### src/rtl/seq_div_12_6_if.sv
// Request/result handshake bundle for the 12-bit by 6-bit sequential divider.
// The master side offers dividend/divisor pairs and consumes results.
interface seq_div_12_6_if;
    logic        in_valid;
    logic        in_ready;
    logic [11:0] dividend;
    logic [5:0]  divisor;
    logic        out_valid;
    logic        out_ready;
    logic [11:0] quotient;
    logic [5:0]  remainder;
    logic        div_zero;

    modport master (
        output in_valid, dividend, divisor, out_ready,
        input  in_ready, out_valid, quotient, remainder, div_zero
    );

    modport slave (
        input  in_valid, dividend, divisor, out_ready,
        output in_ready, out_valid, quotient, remainder, div_zero
    );
endinterface

### src/rtl/seq_div_12_6.sv
// Unsigned 12/6 radix-2 restoring divider: one quotient bit per cycle, MSB first.
// A zero divisor skips iteration and returns the all-ones quotient with div_zero set.
module seq_div_12_6 (
    input logic           clk,
    input logic           rst,
    seq_div_12_6_if.slave bus
);
    typedef enum logic [1:0] {IDLE, CALC, DONE} state_e;

    localparam logic [3:0] LAST_ITER = 4'd11;

    state_e      state_q, state_d;
    // Dividend bits leave at the MSB while quotient bits enter at the LSB.
    logic [11:0] shift_q, shift_d;
    logic [5:0]  divisor_q, divisor_d;
    logic [6:0]  prem_q, prem_d;
    logic [3:0]  cnt_q, cnt_d;
    logic [11:0] quot_q, quot_d;
    logic [5:0]  rem_q, rem_d;
    logic        dz_q, dz_d;

    logic [6:0]  shifted;
    logic [6:0]  trial;
    logic [6:0]  prem_next;
    logic        fits;

    always_comb begin
        shifted   = (prem_q << 1) | {6'd0, shift_q[11]};
        trial     = shifted - {1'b0, divisor_q};
        fits      = (shifted >= {1'b0, divisor_q});
        prem_next = fits ? trial : shifted;
    end

    always_comb begin
        // NOTE: every next-state signal gets its hold value first, so no path
        // through the case below can leave one unassigned and infer a latch.
        state_d   = state_q;
        shift_d   = shift_q;
        divisor_d = divisor_q;
        prem_d    = prem_q;
        cnt_d     = cnt_q;
        quot_d    = quot_q;
        rem_d     = rem_q;
        dz_d      = dz_q;

        unique case (state_q)
            IDLE: begin
                if (bus.in_valid) begin
                    if (bus.divisor == 6'd0) begin
                        quot_d  = 12'hFFF;
                        rem_d   = 6'd0;
                        dz_d    = 1'b1;
                        state_d = DONE;
                    end else begin
                        shift_d   = bus.dividend;
                        divisor_d = bus.divisor;
                        prem_d    = 7'd0;
                        cnt_d     = 4'd0;
                        state_d   = CALC;
                    end
                end
            end
            CALC: begin
                prem_d  = prem_next;
                shift_d = {shift_q[10:0], fits};
                cnt_d   = cnt_q + 4'd1;
                if (cnt_q == LAST_ITER) begin
                    quot_d  = {shift_q[10:0], fits};
                    rem_d   = prem_next[5:0];
                    dz_d    = 1'b0;
                    state_d = DONE;
                end
            end
            DONE: begin
                if (bus.out_ready) begin
                    state_d = IDLE;
                end
            end
            default: state_d = IDLE;
        endcase
    end

    always_ff @(posedge clk) begin
        // NOTE: non-blocking assignments let every register sample the
        // pre-edge values, independent of statement order in this block.
        if (rst) begin
            state_q   <= IDLE;
            shift_q   <= 12'd0;
            divisor_q <= 6'd0;
            prem_q    <= 7'd0;
            cnt_q     <= 4'd0;
            quot_q    <= 12'd0;
            rem_q     <= 6'd0;
            dz_q      <= 1'b0;
        end else begin
            state_q   <= state_d;
            shift_q   <= shift_d;
            divisor_q <= divisor_d;
            prem_q    <= prem_d;
            cnt_q     <= cnt_d;
            quot_q    <= quot_d;
            rem_q     <= rem_d;
            dz_q      <= dz_d;
        end
    end

    assign bus.in_ready  = (state_q == IDLE);
    assign bus.out_valid = (state_q == DONE);
    assign bus.quotient  = quot_q;
    assign bus.remainder = rem_q;
    assign bus.div_zero  = dz_q;
endmodule

### src/flat_wrapper.sv
// flat-port wrapper written by rule: the top's interface ports become plain ports
module seq_div_12_6_flat 
  (clk, rst, bus_in_valid, bus_dividend, bus_divisor, bus_out_ready, bus_in_ready, bus_out_valid, bus_quotient, bus_remainder, bus_div_zero);
  seq_div_12_6_if bus_i ();
  input logic clk;
  input logic rst;
  input wire logic [$bits(bus_i.in_valid)-1:0] bus_in_valid;
  input wire logic [$bits(bus_i.dividend)-1:0] bus_dividend;
  input wire logic [$bits(bus_i.divisor)-1:0] bus_divisor;
  input wire logic [$bits(bus_i.out_ready)-1:0] bus_out_ready;
  output wire logic [$bits(bus_i.in_ready)-1:0] bus_in_ready;
  output wire logic [$bits(bus_i.out_valid)-1:0] bus_out_valid;
  output wire logic [$bits(bus_i.quotient)-1:0] bus_quotient;
  output wire logic [$bits(bus_i.remainder)-1:0] bus_remainder;
  output wire logic [$bits(bus_i.div_zero)-1:0] bus_div_zero;
  assign bus_i.in_valid = bus_in_valid;
  assign bus_i.dividend = bus_dividend;
  assign bus_i.divisor = bus_divisor;
  assign bus_i.out_ready = bus_out_ready;
  assign bus_in_ready = bus_i.in_ready;
  assign bus_out_valid = bus_i.out_valid;
  assign bus_quotient = bus_i.quotient;
  assign bus_remainder = bus_i.remainder;
  assign bus_div_zero = bus_i.div_zero;
  seq_div_12_6 u_core (.clk(clk), .rst(rst), .bus(bus_i));
endmodule
### config.mk
export PLATFORM = sky130hd
export DESIGN_NAME = seq_div_12_6_flat
export DESIGN_NICKNAME = d
export VERILOG_FILES = /design/src/rtl/seq_div_12_6_if.sv /design/src/rtl/seq_div_12_6.sv /design/src/flat_wrapper.sv
export SDC_FILE = /design/constraint.sdc
export NUM_CORES = 1
export LEC_CHECK = 0
export CAP_MARGIN = 20
export CORE_ASPECT_RATIO = 1.2
export CORE_UTILIZATION = 40
export CTS_BUF_LIST = sky130_fd_sc_hd__clkbuf_8
export DETAILED_ROUTE_END_ITERATION = 8
export GPL_TIMING_DRIVEN = 1
export PLACE_DENSITY = 0.72
export SLEW_MARGIN = 20
export SYNTH_ARGS = -nofsm -noshare
export SYNTH_HDL_FRONTEND = slang
export SYNTH_SLANG_ARGS = --single-unit
### constraint.sdc
create_clock -name clk -period 2.5 [get_ports clk]
set_input_delay 0.25 -clock clk [delete_from_list [all_inputs] [get_ports clk]]
set_output_delay 0.25 -clock clk [all_outputs]
set_load 0.005 [all_outputs]
-- Word-level counts from Yosys, hierarchy flattened
Cells that the tools add are included.
- flip-flop bits (word level): 49
- word-level logic and storage cells: 55
- output and inout bits: 21
- bitwise gates (word level): 2
- reductions and logical operators: 7
- $lt $le $gt $ge: 1
- equality and inequality tests: 8
- mux-type cells: 27
- $add $sub $neg: 2
- operator list (cell ; number):
    $mux W12 ; 5
    $pmux W12 S2 ; 2
    $mux W6 ; 6
    $pmux W6 S2 ; 2
    $reduce_and A3 Y1 ; 3
    $mux W2 ; 4
    $mux W4 ; 2
    $pmux W4 S2 ; 1
    $ge A7 B6 Y1 ; 1
    $or A7 B1 Y7 ; 1
    $logic_not A6 Y1 ; 1
    $ne A2 B2 Y1 const B ; 3
    $pmux W2 S3 ; 1
    $sub A6 B6 Y6 ; 1
    $add A4 B1 Y4 const B ; 1
    $eq A4 B4 Y1 const B ; 1
    $ne A2 B1 Y1 const B ; 2
    $reduce_and A4 Y1 ; 1
    $mux W1 ; 3
    $eq A2 B1 Y1 const B ; 1
    $eq A2 B2 Y1 const B ; 1
    $logic_not A2 Y1 ; 1
    $pmux W1 S2 ; 1
    $reduce_bool A2 Y1 ; 1
    $not A1 Y1 ; 1

-- Longest topological paths before layout
Gate-level depths: netlist of run 1.
- depth in word-level cells: 5
- gate-level depth with buffers: 9
- mapped depth without buffers: 9

-- Least setup slack after synthesis of run 1
OpenSTA, ideal clock, no wires.
- path kind: flip-flop to flip-flop
- start point: reg u_core.divisor_q[4]
- end point: reg u_core.rem_q[2], in the netlist u_core.bus.remainder[2]
- library setup time: 0.086 ns
- arrival: 1.797 ns
- slack: 0.618 ns
- buffers on the path: 1
- period minus slack after synthesis: 1.882 ns
- stages on the path, launching flop included: 9
- cells stage by stage: dfxtp_1 -> inv_1 -> ha_1 -> buf_4 -> a21oi_1 -> o21ai_1 -> a41oi_4 -> mux2_2 -> a211oi_1
- longest elaborated chain between the ends: 4
- RTL lines (element ; RTL line ; RTL):
    start: declaration ; seq_div_12_6.sv:15 ; logic [5:0] divisor_q, divisor_d;
    start signal: assignment ; seq_div_12_6.sv:98 ; divisor_q <= divisor_d;
    $ge A7 B6 Y1 ; seq_div_12_6.sv:30 ; fits = (shifted >= {1'b0, divisor_q});
    $mux W6 ; seq_div_12_6.sv:31 ; prem_next = fits ? trial : shifted;
    $mux W6 ; seq_div_12_6.sv:67 ; if (cnt_q == LAST_ITER) begin
    $pmux W6 S2 ; seq_div_12_6.sv:46 ; unique case (state_q)
    end signal: assignment ; seq_div_12_6.sv:102 ; rem_q <= rem_d;
    end: declaration ; seq_div_12_6.sv:19 ; logic [5:0] rem_q, rem_d;
No other way between the ends. The select of a mux whose other input is x is not followed.
A chain may end at the register's enable or synchronous reset.

-- Final worst setup path of run 1
- start point: reg u_core.divisor_q[4]
- end point: reg u_core.prem_q[5]
- longest elaborated chain between the ends: 3
- elaborated cells on any way between the ends: 4
- classes of those cells: add/sub (1); order compare (1); mux (2)
- RTL lines (element ; RTL line ; RTL):
    $sub A6 B6 Y6 or $ge A7 B6 Y1 (tied branches) ; seq_div_12_6.sv:29, seq_div_12_6.sv:30 ;
    $mux W6 * ; seq_div_12_6.sv:31 ;
    $pmux W6 S2 * ; seq_div_12_6.sv:46 ;
    end signal: assignment ; seq_div_12_6.sv:99 ; prem_q <= prem_d;
    end: declaration ; seq_div_12_6.sv:16 ; logic [6:0] prem_q, prem_d;
Every way passes the cells marked *; elsewhere a longest branch is shown, timed or not.

==> metrics.md, run 1 <==
| Metric | Value |
|---|---|
| Flops & latches, synth | 49 |
| CP Class | flop to flop |
| Setup WS pre-CTS | between 0.3 and 0.4 ns |
| Area of the multi-input gates | about 1200 um2 |
| Drt initial violations | 126 |
| CP peak stage delay | 0.44 ns |
| Cell leakage power | 1.07 nW |
| Pre-antenna DRT Iters | 4 |
| GRT met3 Usage | 4.35% |
| Switching Share | approximately 27% |
| DR vias/cell | between 5 and 6 |
| Die area | about 6000 um2 |
| Root Buffer | clkbuf_8 |
| CP Max Fanout | 8 |
| Post_cts resized | 0 |
| Layout Nets | approximately 350 |
| Worst Hold Class | flop to flop |
| Remaining antenna violation count | 0 |
| Sequential Area | between 900 and 1000 um2 |
| Slew Viols, Final | 0 |
| TritonCTS clock tree | built |
| Clock share of power | roughly a third |
| # clock sinks | 49 |
| # fillers | 539 |
| Gr busiest metal | met2 |
| TritonCTS Buffers | 5 |
| Synth top area share | between 40% and 50% |
| Arr. time, crit path | 2.33 ns |
| Hold_buf cts | 0 |
| Initial Utilization | just over 40% |
| Post-DP HPWL | ~3.6 mm |
| First-pass GRT wire length | between 8 and 9 mm |
| Mapped Nets | between 300 and 400 |
| Rel. slew slack | 60.6% |
| Overall Power | approximately 0.0018 W |
| Max Clk Rate | between 400 and 500 MHz |
| Post-synth EDFFs | 0 |
| Worst slew pin tran | ~0.59 ns |
| Post-synthesis sequential area ratio | about two fifths |
| IO buf count | 42 |
| Core Region | ~5700 um2 |
| Top_reg_cell synth | dfxtp_1 |
| RSZ-0062 raised after global routing | false |
| H-tree Lvls | 2 |
| Layout Skew | between 0.009 and 0.01 ns |
| Crit path cell chain | inv_1 > ha_1 > a21oi_1 > o21ai_1 > a41oi_4 > or3_1 > a311oi_1 |
| CTS Buffer Depth | 2 |
| Vias in the first global route | about 1,800 |
| Final Cycle Share | between 80% and 90% |
| # setup viols final | 0 |
| Crit path time final | 2.12 ns |
| Area grow syn2layout | 25.5% |
| Crit-path slowest cell | ha_1 |
| Max Cap Violations | 0 |
| Wire per inst | between 10 and 15 um |
| Status | complete, no violations |
| Grt met2 use | 26.8% |
| Syn Area/Cell | 8.29 um2 |
| P_int | 0.00131 W |
| Diode count | 0 |
| WL final | between 5 and 6 mm |
| Die height | approximately 86 um |
| Mapped Cells | approximately 280 |
| Pin count of the biggest net entering global routing | 47 |
| Number of antenna violations at the first check in global routing | 0 |
| Pwr Density | between 600 and 700 nW/um2 |
| Hold Vio Cnt, Final | 0 |
| Setup TNS | 0 ns |
| DRC viols | 0 |
| Worst setup SP type | flop |
| Cell Area, Synth | between 2000 and 2500 um2 |
| Crit path capture type | flop |
| Yosys warns | 0 |
| GPL Wtd Cong | between 0.8 and 0.9 |
| Post-synth ARST share | 0% |
| Die width | 71.9 um |
| Grt ovf | 0 |
| Vias | roughly 2,100 |
| Share of cells above drive strength 1 | around 8.1% |
| Max IR drop VDD | 0.263 mV |
| Comb pwr share | between 20% and 30% |
| Flop pwr share | between 40% and 50% |
| Synth unique cells | around 50 |
| Final setup margin | about 0.38 ns |
| Final Util | between 50% and 60% |
| Switching pwr | between 0.0004 and 0.0005 W |
| Worst-skew pair later-pin latency | 0.31 ns |
| Post-CTS setup buffers | 0 |
| Required time worst endpoint | between 2 and 3 ns |
| Row count | 30 |
| GRT Resource Usage Total | between 15 and 20% |
| I/O pin count | 43 |
| Reg clk slew, reported paths | ~0.090 ns |
| Area leader, netlist | dfxtp_1 |
| Area contributors post-synth | dfxtp_1, nor2_1, nand2_1, a311oi_1, a211oi_1 |
| Met1 usage | about a quarter |
==> registers in the layout (all words and copies together), names as in the netlist <==
| register | count |
|---|---|
| u_core.prem_q | 6 |
| u_core.bus.remainder | 6 |
| u_core.state_q | 2 |
| u_core.bus.quotient | 12 |
| u_core.shift_q | 12 |
| u_core.bus.div_zero | 1 |
| u_core.cnt_q | 4 |
| u_core.divisor_q | 6 |
==> cell type report <==
cell class                      instances  share of cell area (%)
Multi-Input combinational cell        207                    42.3
Sequential cell                        49                    33.3
Timing Repair Buffer                   48                    15.8
Tap cell                               80                    3.40
Clock buffer                            6                    2.80
Inverter                               10                    1.27
Clock inverter                          2                    1.15
==> layer usage <==
metal / vias up / share of wire, % / routed length, um
met2: 51 / 46 / 2300
met1: 947 / 49 / 2470
met5: - / 0 / 0
met3: 7 / 3.5 / 177
met4: 0 / 1.5 / 76
li1: 1074 / - / -
==> worst max-delay path: cells and delay by family, from the launching register on <==
family | cells | cell delay, ns
AOI/OAI and AO/OA | 4 | 0.77
adders and majority gates | 1 | 0.44
buffers and inverters | 1 | 0.05
DFF | 1 | 0.34
and+or+nand+nor | 1 | 0.42
==> final timing paths <==
kind	end	cells after the start	from	slack, ns
max reg2reg	u_core.prem_q[5]	7	u_core.divisor_q[4]	0.38
min reg2reg	u_core.divisor_q[4]	2	u_core.divisor_q[4]	0.46
max	u_core.prem_q[5]	7	u_core.divisor_q[4]	0.38
min	u_core.divisor_q[4]	2	u_core.divisor_q[4]	0.46
==> cells in the final DEF, fill, tap and decap left out, drive strengths merged, types with 2 or more instances in the layout <==
master	instances
nor2	56
dfxtp	49
clkdlybuf4s50	42
nand2	38
a211oi	17
a311oi	15
a21oi	13
inv	11
nand3	10
o21ai	8
ha	7
clkbuf	6
buf	6
nor2b	3
mux2i	3
xnor2	3
xor2	2
nand2b	2
o2bb2ai	2
a22o	2
nor3	2
or2	2
==> Yosys cell counts, types with 3 or more instances <==
cell,number
a211oi_1,17
a21oi_1,12
a311oi_1,15
buf_2,6
buf_4,3
clkbuf_1,8
dfxtp_1,49
ha_1,7
inv_1,8
mux2i_1,3
nand2_1,38
nand3_1,10
nor2_1,55
nor2b_1,3
o21ai_0,4
xnor2_1,3
==> power by group through the flow <==
stage	Sequential, W	Combinational, W	Clock (W)
2_1_floorplan	0.000858	0.000271	0
3_3_place_gp	0.000868	0.000357	0
3_5_place_dp	0.000869	0.000364	0
4_1_cts	0.000851	0.000366	0.000584
5_1_grt	0.000858	0.000406	0.000625
6_report	0.000851	0.000366	0.000583
==> kinds of logic (layout without fill, tap and decap cells) <==
group | after synthesis | in the layout | synth area share (%)
adders and majority gates | 8 | 8 | 4.58
DFF | 49 | 49 | 41.8
muxes | 4 | 4 | 1.76
buffers and inverters | 27 | 66 | 5.12
AOI/OAI and AO/OA | 70 | 70 | 23.0
and+or+nand+nor | 120 | 120 | 21.9
xor gates and xnor gates | 5 | 5 | 1.87
==> through the flow <==
step | area [um2] | cells | hold slack [ns]
6_report | 2950 | 402 | 0.461
5_1_grt | 2950 | 402 | 0.489
3_5_place_dp | 2830 | 394 | 0.451
3_3_place_gp | 2830 | 394 | 0.445
2_1_floorplan | 2350 | 283 | 0.397
4_1_cts | 2950 | 402 | 0.464
No activity file was read; power rests on OpenSTA's default activity.
==> run 2: changes to the inputs <==
clock period = 2.2 ns   (was 2.5 ns; I/O delays follow)
==> metrics.md, run 2 (synthesis gave the netlist of run 1 again) <==
| Metric | Value |
|---|---|
| CP peak stage delay | around 0.41 ns |
| Worst hold path depth | 2 |
| WL final | between 5 and 6 mm |
| Worst-skew pair later-pin latency | about 0.3 ns |
| TritonCTS clock tree | built |
| Root Buffer | clkbuf_8 |
| Worst slew pin tran | slightly below 0.6 ns |
| Crit path capture type | flop |
| FF-to-FF path depth | 9 |
| Pwr Density | slightly below 700 nW/um2 |
| Worst setup SP type | flop |
| H-tree Lvls | 2 |
| Share of cells above drive strength 1 | about a tenth |
| Hold_buf cts | 0 |
| Setup TNS | 0 ns |
| First-pass GRT wire length | about 8.7 mm |
| Number of antenna violations at the first check in global routing | 0 |
| Die height | 85.9 um |
| Final std cells w/o fill | just over 400 |
| Post-CTS setup buffers | 0 |
| Drt initial violations | ~130 |
| Pin count of the biggest net entering global routing | 32 |
| Slew Viols, Final | 0 |
| Diode count | 0 |
| Worst Path Buf+Inv | 2 |
| DRC viols | 0 |
| Min Hold Slack | 0.460 ns |
| Top cell family by delay on the critical path | compound AO/OA/AOI/OAI gates |
| Comb pwr share | about 23% |
| Grt ovf | 0 |
| # clock sinks | 49 |
| Post-DP HPWL | approximately 3.8 mm |
| Row count | 30 |
| Worst Hold Class | flop to flop |
| Max IR drop VDD | around 0.29 mV |
| Final setup margin | between 0.1 and 0.15 ns |
| Area grow syn2layout | 29.3% |
| Switching Share | between 20% and 30% |
| Switching pwr | between 0.0005 and 0.0006 W |
| Crit path time final | between 2 and 2.5 ns |
| Most frequent cells in the layout | nor2_1, dfxtp_1, clkdlybuf4s50_1, nand2_1, a211oi_1 |
| Hold Vio Cnt, Final | 0 |
| Flop pwr share | a little under half |
| Core Region | between 5000 and 6000 um2 |
| GRT Resource Usage Total | between 10% and 20% |
| Max Clk Rate | ~480 MHz |
| P_int | ~0.0015 W |
| Setup WS pre-CTS | 0.172 ns |
| Vias | 2,073 |
| R2R Setup Slk | roughly 0.13 ns |
| IO buf count | 42 |
| FF-to-FF End | u_core.bus.remainder[4] |
| Remaining antenna violation count | 0 |
| Max Cap Violations | 0 |
| Layout Skew | between 0.007 and 0.008 ns |
| Crit path cell chain | inv_1 > ha_1 > inv_1 > fa_1 > a211oi_1 > o21ai_0 > o21ba_2 > mux2i_1 > a211oi_1 |
| Required time worst endpoint | about 2.4 ns |
| Pre-antenna DRT Iters | 4 |
| Post_cts resized | 0 |
| Reg clk slew, reported paths | about 0.09 ns |
| Final Cycle Share | between 90% and 100% |
| Arr. time, crit path | approximately 2.3 ns |
| Dpl cells | 400 |
| TritonCTS Buffers | 5 |
| Rel. slew slack | 60.8% |
| Wire per inst | 12.4 um |
| CTS Buffer Depth | 2 |
| Layout Nets | 360 |
| Status | complete, no violations |
| Cell leakage power | 1.12 nW |
| RSZ-0062 raised after global routing | false |
| Initial Utilization | roughly two fifths |
| Crit-path slowest cell | fa_1 |
| Die area | approximately 6000 um2 |
| Hold path endpoint | u_core.divisor_q[2] |
| Most common cell after layout, fill and taps aside | nor2_1 |
| CP Max Fanout | 3 |
| Vias in the first global route | approximately 1,900 |
| # setup viols final | 0 |
| Hold Startpoint | u_core.divisor_q[2] |
| I/O pin count | 43 |
| Clock share of power | between 30 and 40% |
| CP Class | flop to flop |
| Crit Reg-Reg Startpoint | u_core.shift_q[11] |
| GPL Wtd Cong | about 0.84 |
| Die width | between 70 and 80 um |
| DR vias/cell | 5.04 |
## run 2: worst register-to-register path: cells and delay by family (launching register included)
| family | cells | cell delay (ns) |
|---|---|---|
| AOI/OAI and AO/OA | 4 | 0.88 |
| adders and majority gates | 2 | 0.59 |
| DFF | 1 | 0.32 |
| buffers and inverters | 2 | 0.13 |
| muxes | 1 | 0.08 |
## run 2: worst max-delay path by stage
stage                     slack [ns]                      end           startpoint  cells after the start
final                           0.13  u_core.bus.remainder[4]   u_core.shift_q[11]                      9
after global routing          0.0003  u_core.bus.remainder[4]   u_core.shift_q[11]                      9
after CTS                       0.13  u_core.bus.remainder[4]   u_core.shift_q[11]                      9
after floorplan                 0.32  u_core.bus.remainder[2]  u_core.divisor_q[4]                      8
after global placement          0.23  u_core.bus.remainder[4]   u_core.shift_q[11]                      9
after detailed placement        0.17         u_core.prem_q[5]   u_core.shift_q[11]                      7
## run 2: final cells by class
type	count	area (um2)
clock buffers	5	68.8
multi-input cells	207	1250
clock inverters	3	42.5
flip-flops and latches	49	981
repair buffers	57	558
fillers	531	2630
well taps	80	100
inverters	10	37.5
## run 2: through the flow
stage,cell area [um2],power (W),utilization [%]
after floorplan,2350,0.00128,-
after global placement,2900,0.00141,51.2
after detailed placement,2900,0.00142,51.2
after CTS,3010,0.00205,53.1
after global routing,3030,0.00218,53.5
final,3030,0.00206,53.5
## run 2: per-layer routing
metal,track usage [%],up-vias,part of all wire (%)
met2,29.8,42,47
met1,22.3,931,48
met5,0,-,0
met3,3.64,9,3.3
met4,6.24,0,1.9
li1,-,1091,-
## run 2: power groups by stage
stage	Combinational [W]	Clock [W]	Sequential, W
floorplan	0.000308	0	0.000975
global placement	0.000423	0	0.000986
detailed placement	0.000431	0	0.000987
CTS	0.000433	0.000649	0.000966
global route	0.000511	0.000693	0.000973
finish	0.000465	0.000631	0.000966
